[config.mk]
export PLATFORM = sky130hd
export DESIGN_NAME = drum_audio_tap
export DESIGN_NICKNAME = d
export VERILOG_FILES = /design/src/rtl/drum_audio_tap.sv
export SDC_FILE = /design/constraint.sdc
export NUM_CORES = 1
export LEC_CHECK = 0
export ABC_AREA = 1
export BUFFER_PORTS_ARGS = -buffer_cell sky130_fd_sc_hd__buf_2
export CAP_MARGIN = 25
export CORE_MARGIN = 2
export CORE_UTILIZATION = 56
export DETAILED_ROUTE_END_ITERATION = 8
export PLACE_DENSITY = 0.79
export SYNTH_ARGS = -nofsm -noshare
export SYNTH_HDL_FRONTEND = slang
export SYNTH_SLANG_ARGS = --single-unit
[constraint.sdc]
create_clock -name clk -period 3.9 [get_ports clk]
set_clock_uncertainty 0.2 [all_clocks]
set_input_delay 0.585 -clock clk [delete_from_list [all_inputs] [get_ports clk]]
set_output_delay 0.585 -clock clk [all_outputs]
set_load 0.02 [all_outputs]
[src/rtl/drum_audio_tap.sv]
// drum_audio_tap: captures the tap node's u(n+1) once per time step,
// converts 1.17 to a 16-bit sample and buffers it for the audio master.
// Ports: clk, rst (sync, active-high), enable, node_valid/node_row/node_u
// (update stream in), audio_data/audio_valid/audio_ready (sample out),
// sim_stall (near-full backpressure), overflow (sticky drop flag),
// step_count (accepted sample count).
module drum_audio_tap #(
  parameter logic [5:0] TAP_ROW    = 6'd16,
  parameter int         FIFO_DEPTH = 8,
  parameter int         GAIN_SHIFT = 0
) (
  input  logic        clk,
  input  logic        rst,
  input  logic        enable,
  input  logic        node_valid,
  input  logic [5:0]  node_row,
  input  logic [17:0] node_u,
  output logic [15:0] audio_data,
  output logic        audio_valid,
  input  logic        audio_ready,
  output logic        sim_stall,
  output logic        overflow,
  output logic [31:0] step_count
);

  localparam int AW = $clog2(FIFO_DEPTH);
  localparam int CW = AW + 1;

  typedef enum logic [1:0] {
    IDLE,
    ARM,
    RUN
  } state_t;

  state_t state_q;
  state_t state_d;

  always_comb begin
    state_d = state_q;
    unique case (state_q)
      IDLE: state_d = ARM;
      // Wait for row 0 so captures align to whole time steps.
      ARM: if (node_valid && node_row == 6'd0) state_d = RUN;
      RUN: state_d = RUN;
      default: state_d = IDLE;
    endcase
    if (!enable) state_d = IDLE;
  end

  always_ff @(posedge clk) begin
    if (rst) state_q <= IDLE;
    else     state_q <= state_d;
  end

  logic capture;
  assign capture = enable && (state_q == RUN) &&
                   node_valid && (node_row == TAP_ROW);

  // Gain then saturate: the shifted value must still fit 1.17.
  logic signed [25:0] s_ext;
  logic signed [25:0] s_sh;
  logic               fits;
  logic [15:0]        sample;

  assign s_ext  = {{8{node_u[17]}}, node_u};
  assign s_sh   = s_ext <<< GAIN_SHIFT;
  assign fits   = (&s_sh[25:17]) || !(|s_sh[25:17]);
  assign sample = fits ? s_sh[17:2] :
                  (s_sh[25] ? 16'h8000 : 16'h7FFF);

  logic        cv_valid;
  logic [15:0] cv_data;

  always_ff @(posedge clk) begin
    if (rst) begin
      cv_valid <= 1'b0;
      cv_data  <= 16'h0000;
    end else begin
      cv_valid <= capture;
      if (capture) cv_data <= sample;
    end
  end

  logic [15:0]   mem [FIFO_DEPTH];
  logic [AW-1:0] wr_ptr;
  logic [AW-1:0] rd_ptr;
  logic [CW-1:0] count;
  logic [CW-1:0] count_d;
  logic          full;
  logic          pop;
  logic          push_ok;

  assign full    = (count == CW'(FIFO_DEPTH));
  // A pop can only happen on a non-empty FIFO, so no bypass exists.
  assign pop     = (count != '0) && audio_ready;
  assign push_ok = cv_valid && (!full || pop);

  always_comb begin
    count_d = count;
    if (push_ok && !pop)      count_d = count + CW'(1);
    else if (!push_ok && pop) count_d = count - CW'(1);
  end

  always_ff @(posedge clk) begin
    if (rst) begin
      for (int i = 0; i < FIFO_DEPTH; i++) mem[i] <= 16'h0000;
      wr_ptr      <= '0;
      rd_ptr      <= '0;
      count       <= '0;
      audio_valid <= 1'b0;
      sim_stall   <= 1'b0;
      overflow    <= 1'b0;
      step_count  <= 32'd0;
    end else begin
      if (push_ok) begin
        mem[wr_ptr] <= cv_data;
        wr_ptr      <= wr_ptr + AW'(1);
        step_count  <= step_count + 32'd1;
      end
      if (pop) rd_ptr <= rd_ptr + AW'(1);
      if (cv_valid && full && !pop) overflow <= 1'b1;
      count       <= count_d;
      audio_valid <= (count_d != '0);
      sim_stall   <= (count_d >= CW'(FIFO_DEPTH - 1));
    end
  end

  assign audio_data = mem[rd_ptr];

endmodule

==> results.rst <==
.. list-table::
   :header-rows: 1

   * - Metric
     - Value
   * - Most common library cells after synthesis
     - 323 x nor2_1, 209 x nand2_1, 128 x edfxtp_1
   * - DRC violations left
     - 0
   * - Number of clock buffers inserted by TritonCTS
     - 17
   * - Number of filler instances in the final layout
     - 1325
   * - Share of Yosys cell area claimed by the top area cell type
     - 42.1%
   * - Fraction of the cycle the final worst path needs
     - approximately 77%
   * - Async set or reset register ratio after synthesis
     - 0%
   * - Cell type of the slowest stage on the worst timing path
     - buf_4
   * - Total nets after synthesis
     - roughly 1100
   * - Reg clk slew, reported paths
     - 0.07 ns
   * - CP delay by family, top
     - buffers and inverters
   * - Clock tree from TritonCTS
     - yes
   * - Most repeated cell in the gate-level netlist after synthesis
     - nor2_1
   * - Post-layout nets
     - 1154
   * - HPWL after detailed placement
     - roughly 14000 microns
   * - Delay contributed by the slowest stage of the critical path
     - roughly 0.52 ns
   * - Overall Global Routing Usage
     - 24.8%
   * - Share of the yosys chip area belonging to registers
     - 56.8%
   * - Top-level port count
     - 80
   * - Die Span Y
     - 132 microns
   * - Clock net sink count
     - 195
   * - Number of violations of the max-capacitance limit
     - 0
   * - Req. time, crit path
     - 3.12 ns
   * - Core box area
     - ~16000 sq um
   * - Routability cong.
     - 0.895
   * - Post-Synth XOR/XNOR Area
     - less than 1%
   * - Clock root cell
     - clkbuf_16
   * - I/O Buffers
     - a little under 80
   * - Total power consumption of the routed design
     - 5.26 mW
   * - Place WS
     - 0.868 ns
   * - Maximum number of pins on one net before global-route repair
     - 65
   * - Worst path cell trace
     - buf_4 -> nor2_1 -> o32ai_1 -> nand2_1 -> nand2_1 -> buf_2
   * - Pins over their slew limit
     - 0
   * - Count of cell types in the netlist
     - 35
   * - Number of diodes
     - 0
   * - Largest buffer count on any clock path
     - 2
   * - Number of levels the H-tree was split into
     - 4
   * - Worst min path class
     - input port to flip-flop
   * - Pre-Repair DR Iteration Count
     - 7
   * - Worst hold start
     - node_u[11]
   * - Number of core rows
     - 46
   * - Result of the run
     - finished, final reports clean
   * - Overflow left after global routing
     - 0
   * - Post-synthesis adder-cell area fraction
     - 1.10%
   * - Final core area utilization
     - about 64%
   * - Largest driver fanout on the critical path
     - 64
   * - WL per Instance
     - approximately 16 microns
   * - Via/cell ratio
     - 5.49
   * - Total buffers and inverters traversed by the critical path
     - 2
   * - Arrival time of the worst setup path
     - 2.21 ns
   * - Static Leakage
     - between 3 and 4 nW
   * - Maximum vdd ir drop
     - slightly below 0.4 mV
   * - Wire length after detailed routing
     - 21400 microns
   * - Initial antenna violation count
     - 0
   * - Number of antenna-violating nets in the routed design
     - 0
   * - Area growth, synth to finish
     - 11.6%
   * - Count of hold buffers inserted by post-cts repair
     - 0
   * - Relative max-transition margin
     - about two fifths
   * - First-pass GRT wire length
     - 34100 microns
   * - Hold violation total from the final report
     - 0
   * - Endpoint of the worst setup timing path
     - audio_data[1]
   * - Count of synthesis-stage warnings from yosys
     - 0
   * - Critical path endpoint category
     - output pin
   * - Critical path depth
     - 6
   * - Vias in the first global route
     - 6819
   * - Cell area after technology mapping
     - 9130 sq um
   * - Achievable frequency
     - 333 MHz
   * - Worst Setup Slack, final
     - 0.901 ns
   * - Top_reg_cell synth
     - edfxtp_1
   * - Multiplexer fraction of the synthesized cell area
     - 0%
   * - Post-cts resize count
     - 0
   * - Cell repeated most along the worst path
     - nand2_1
   * - Worst reg2reg path startpoint
     - count[0]
   * - Setup TNS
     - 0 ns
   * - Number of failing setup endpoints in the final timing report
     - 0
   * - Post-synthesis instance total
     - approximately 1100
   * - Detailed Route Iter0 Violations
     - 810
   * - Via total after detailed routing
     - 7396
   * - Post-CTS setup buffers
     - 0
   * - Synth Register Bits
     - 195
   * - Reg2reg setup slack
     - 0.94 ns
   * - Post-synth EDFFs
     - 128
   * - Power Density
     - just over 500 nW/um^2
   * - Clock period minus worst slack
     - approximately 3 ns
   * - Main combinational cell family by area after synthesis
     - simple AND/OR/NAND/NOR gates
   * - R2R cell count
     - 7
   * - Initial cell density of the core
     - 57.5%
   * - Horizontal die dimension
     - between 100 and 150 microns
   * - Die Outline Area
     - about 17000 sq um
   * - Worst setup path category
     - flip-flop to output pin
   * - Launching element type of the critical path
     - flip-flop
   * - Leading area contributor after synthesis
     - edfxtp_1
   * - Mean instance size in the synthesized netlist
     - 8.64 sq um
   * - Setup repair after global routing missed its margin
     - no
   * - Clock network latency to the later pin of the worst-skew pair
     - 0.44 ns
   * - Critical R2R Capture
     - mem[7][8]
   * - Post-synthesis share of cell area spent on and, or, nand and nor gates
     - 28.0%
   * - Main area contributors after synthesis
     - edfxtp_1 42%, dfxtp_1 15%, nor2_1 13%
   * - Slew at the pin closest to its max-slew limit
     - 0.901 ns
   * - Area fraction in compound gates after synthesis
     - under 10%
   * - Share of final-layout standard cells stronger than drive strength 1
     - 13.5%
[flip-flops by register name, indices dropped and copies added, names as in the netlist, named ones only]
signal / flops
step_count: 32
state_q: 2
rd_ptr: 3
cv_data: 16
wr_ptr: 3
cv_valid: 1
audio_valid: 1
overflow: 1
mem: 128
count: 4
sim_stall: 1
[how the worst min path moves through the flow]
stage | to | slack, ns | depth (start not counted)
final | cv_data[9] | 0.16 | 3
after global routing | cv_data[1] | 0.18 | 3
after CTS | cv_data[9] | 0.16 | 3
after detailed placement | overflow | 0.25 | 1
after global placement | overflow | 0.24 | 1
after floorplan | flip-flop | 0.23 | 2
[logic make-up (layout without fill, tap and decap cells)]
family / count (synthesis) / after routing
AO/OA/AOI/OAI: 128 / 128
XOR/XNOR: 6 / 6
adder cells (fa/ha/maj): 8 / 8
flip-flops: 195 / 195
buffers and inverters: 109 / 182
AND/OR/NAND/NOR: 611 / 611
[tightest hold or removal path, stage by stage]
cell,delay (ns)
buf_2,0.07
nor2_1,0.03
nor2_1,0.08
[area by class of cell]
cell class,count,area (sq um),area share (%)
clock inverter,14,129,1.26
multi-input combinational,753,3480,34.1
sequential,195,5190,50.9
tap,216,270,2.65
timing repair buffer,87,460,4.52
clock buffer,18,429,4.21
inverter,63,236,2.32
[routing by layer]
metal	wire length [microns]	GRT usage (%)	part of all wire (%)
met2	10200	40.2	47
met1	9100	32.5	43
met4	606	10.6	2.8
met5	0	0	0
met3	1520	5.48	7.1
[where the power goes]
part	total (mW)	switching, mW	internal, mW
Clock	1.67	0.785	0.885
Sequential	2.34	0.0583	2.28
Combinational	1.25	0.847	0.401
[placed cells by master (no fill, tap or decap), types with 11 or more instances in the layout]
| master | synthesis | routed |
|---|---|---|
| nor2_1 | 323 | 323 |
| nand2_1 | 209 | 209 |
| edfxtp_1 | 128 | 128 |
| buf_2 | 14 | 77 |
| dfxtp_1 | 67 | 65 |
| o21ai_0 | 59 | 59 |
| inv_1 | 58 | 58 |
| o32ai_1 | 32 | 32 |
| a21oi_1 | 31 | 31 |
| nand3_1 | 22 | 22 |
| clkbuf_16 | 0 | 17 |
| nand3b_1 | 11 | 11 |
[through the flow]
| stage | area, sq um | hold slack [ns] | std cells |
|---|---|---|---|
| final | 10200 | 0.160 | 1346 |
| after global routing | 10200 | 0.181 | 1346 |
| after CTS | 10200 | 0.158 | 1346 |
| after detailed placement | 9630 | 0.252 | 1314 |
| after global placement | 9630 | 0.241 | 1314 |
| after floorplan | 9130 | 0.233 | 1057 |
(Power assumes the default switching activity.)
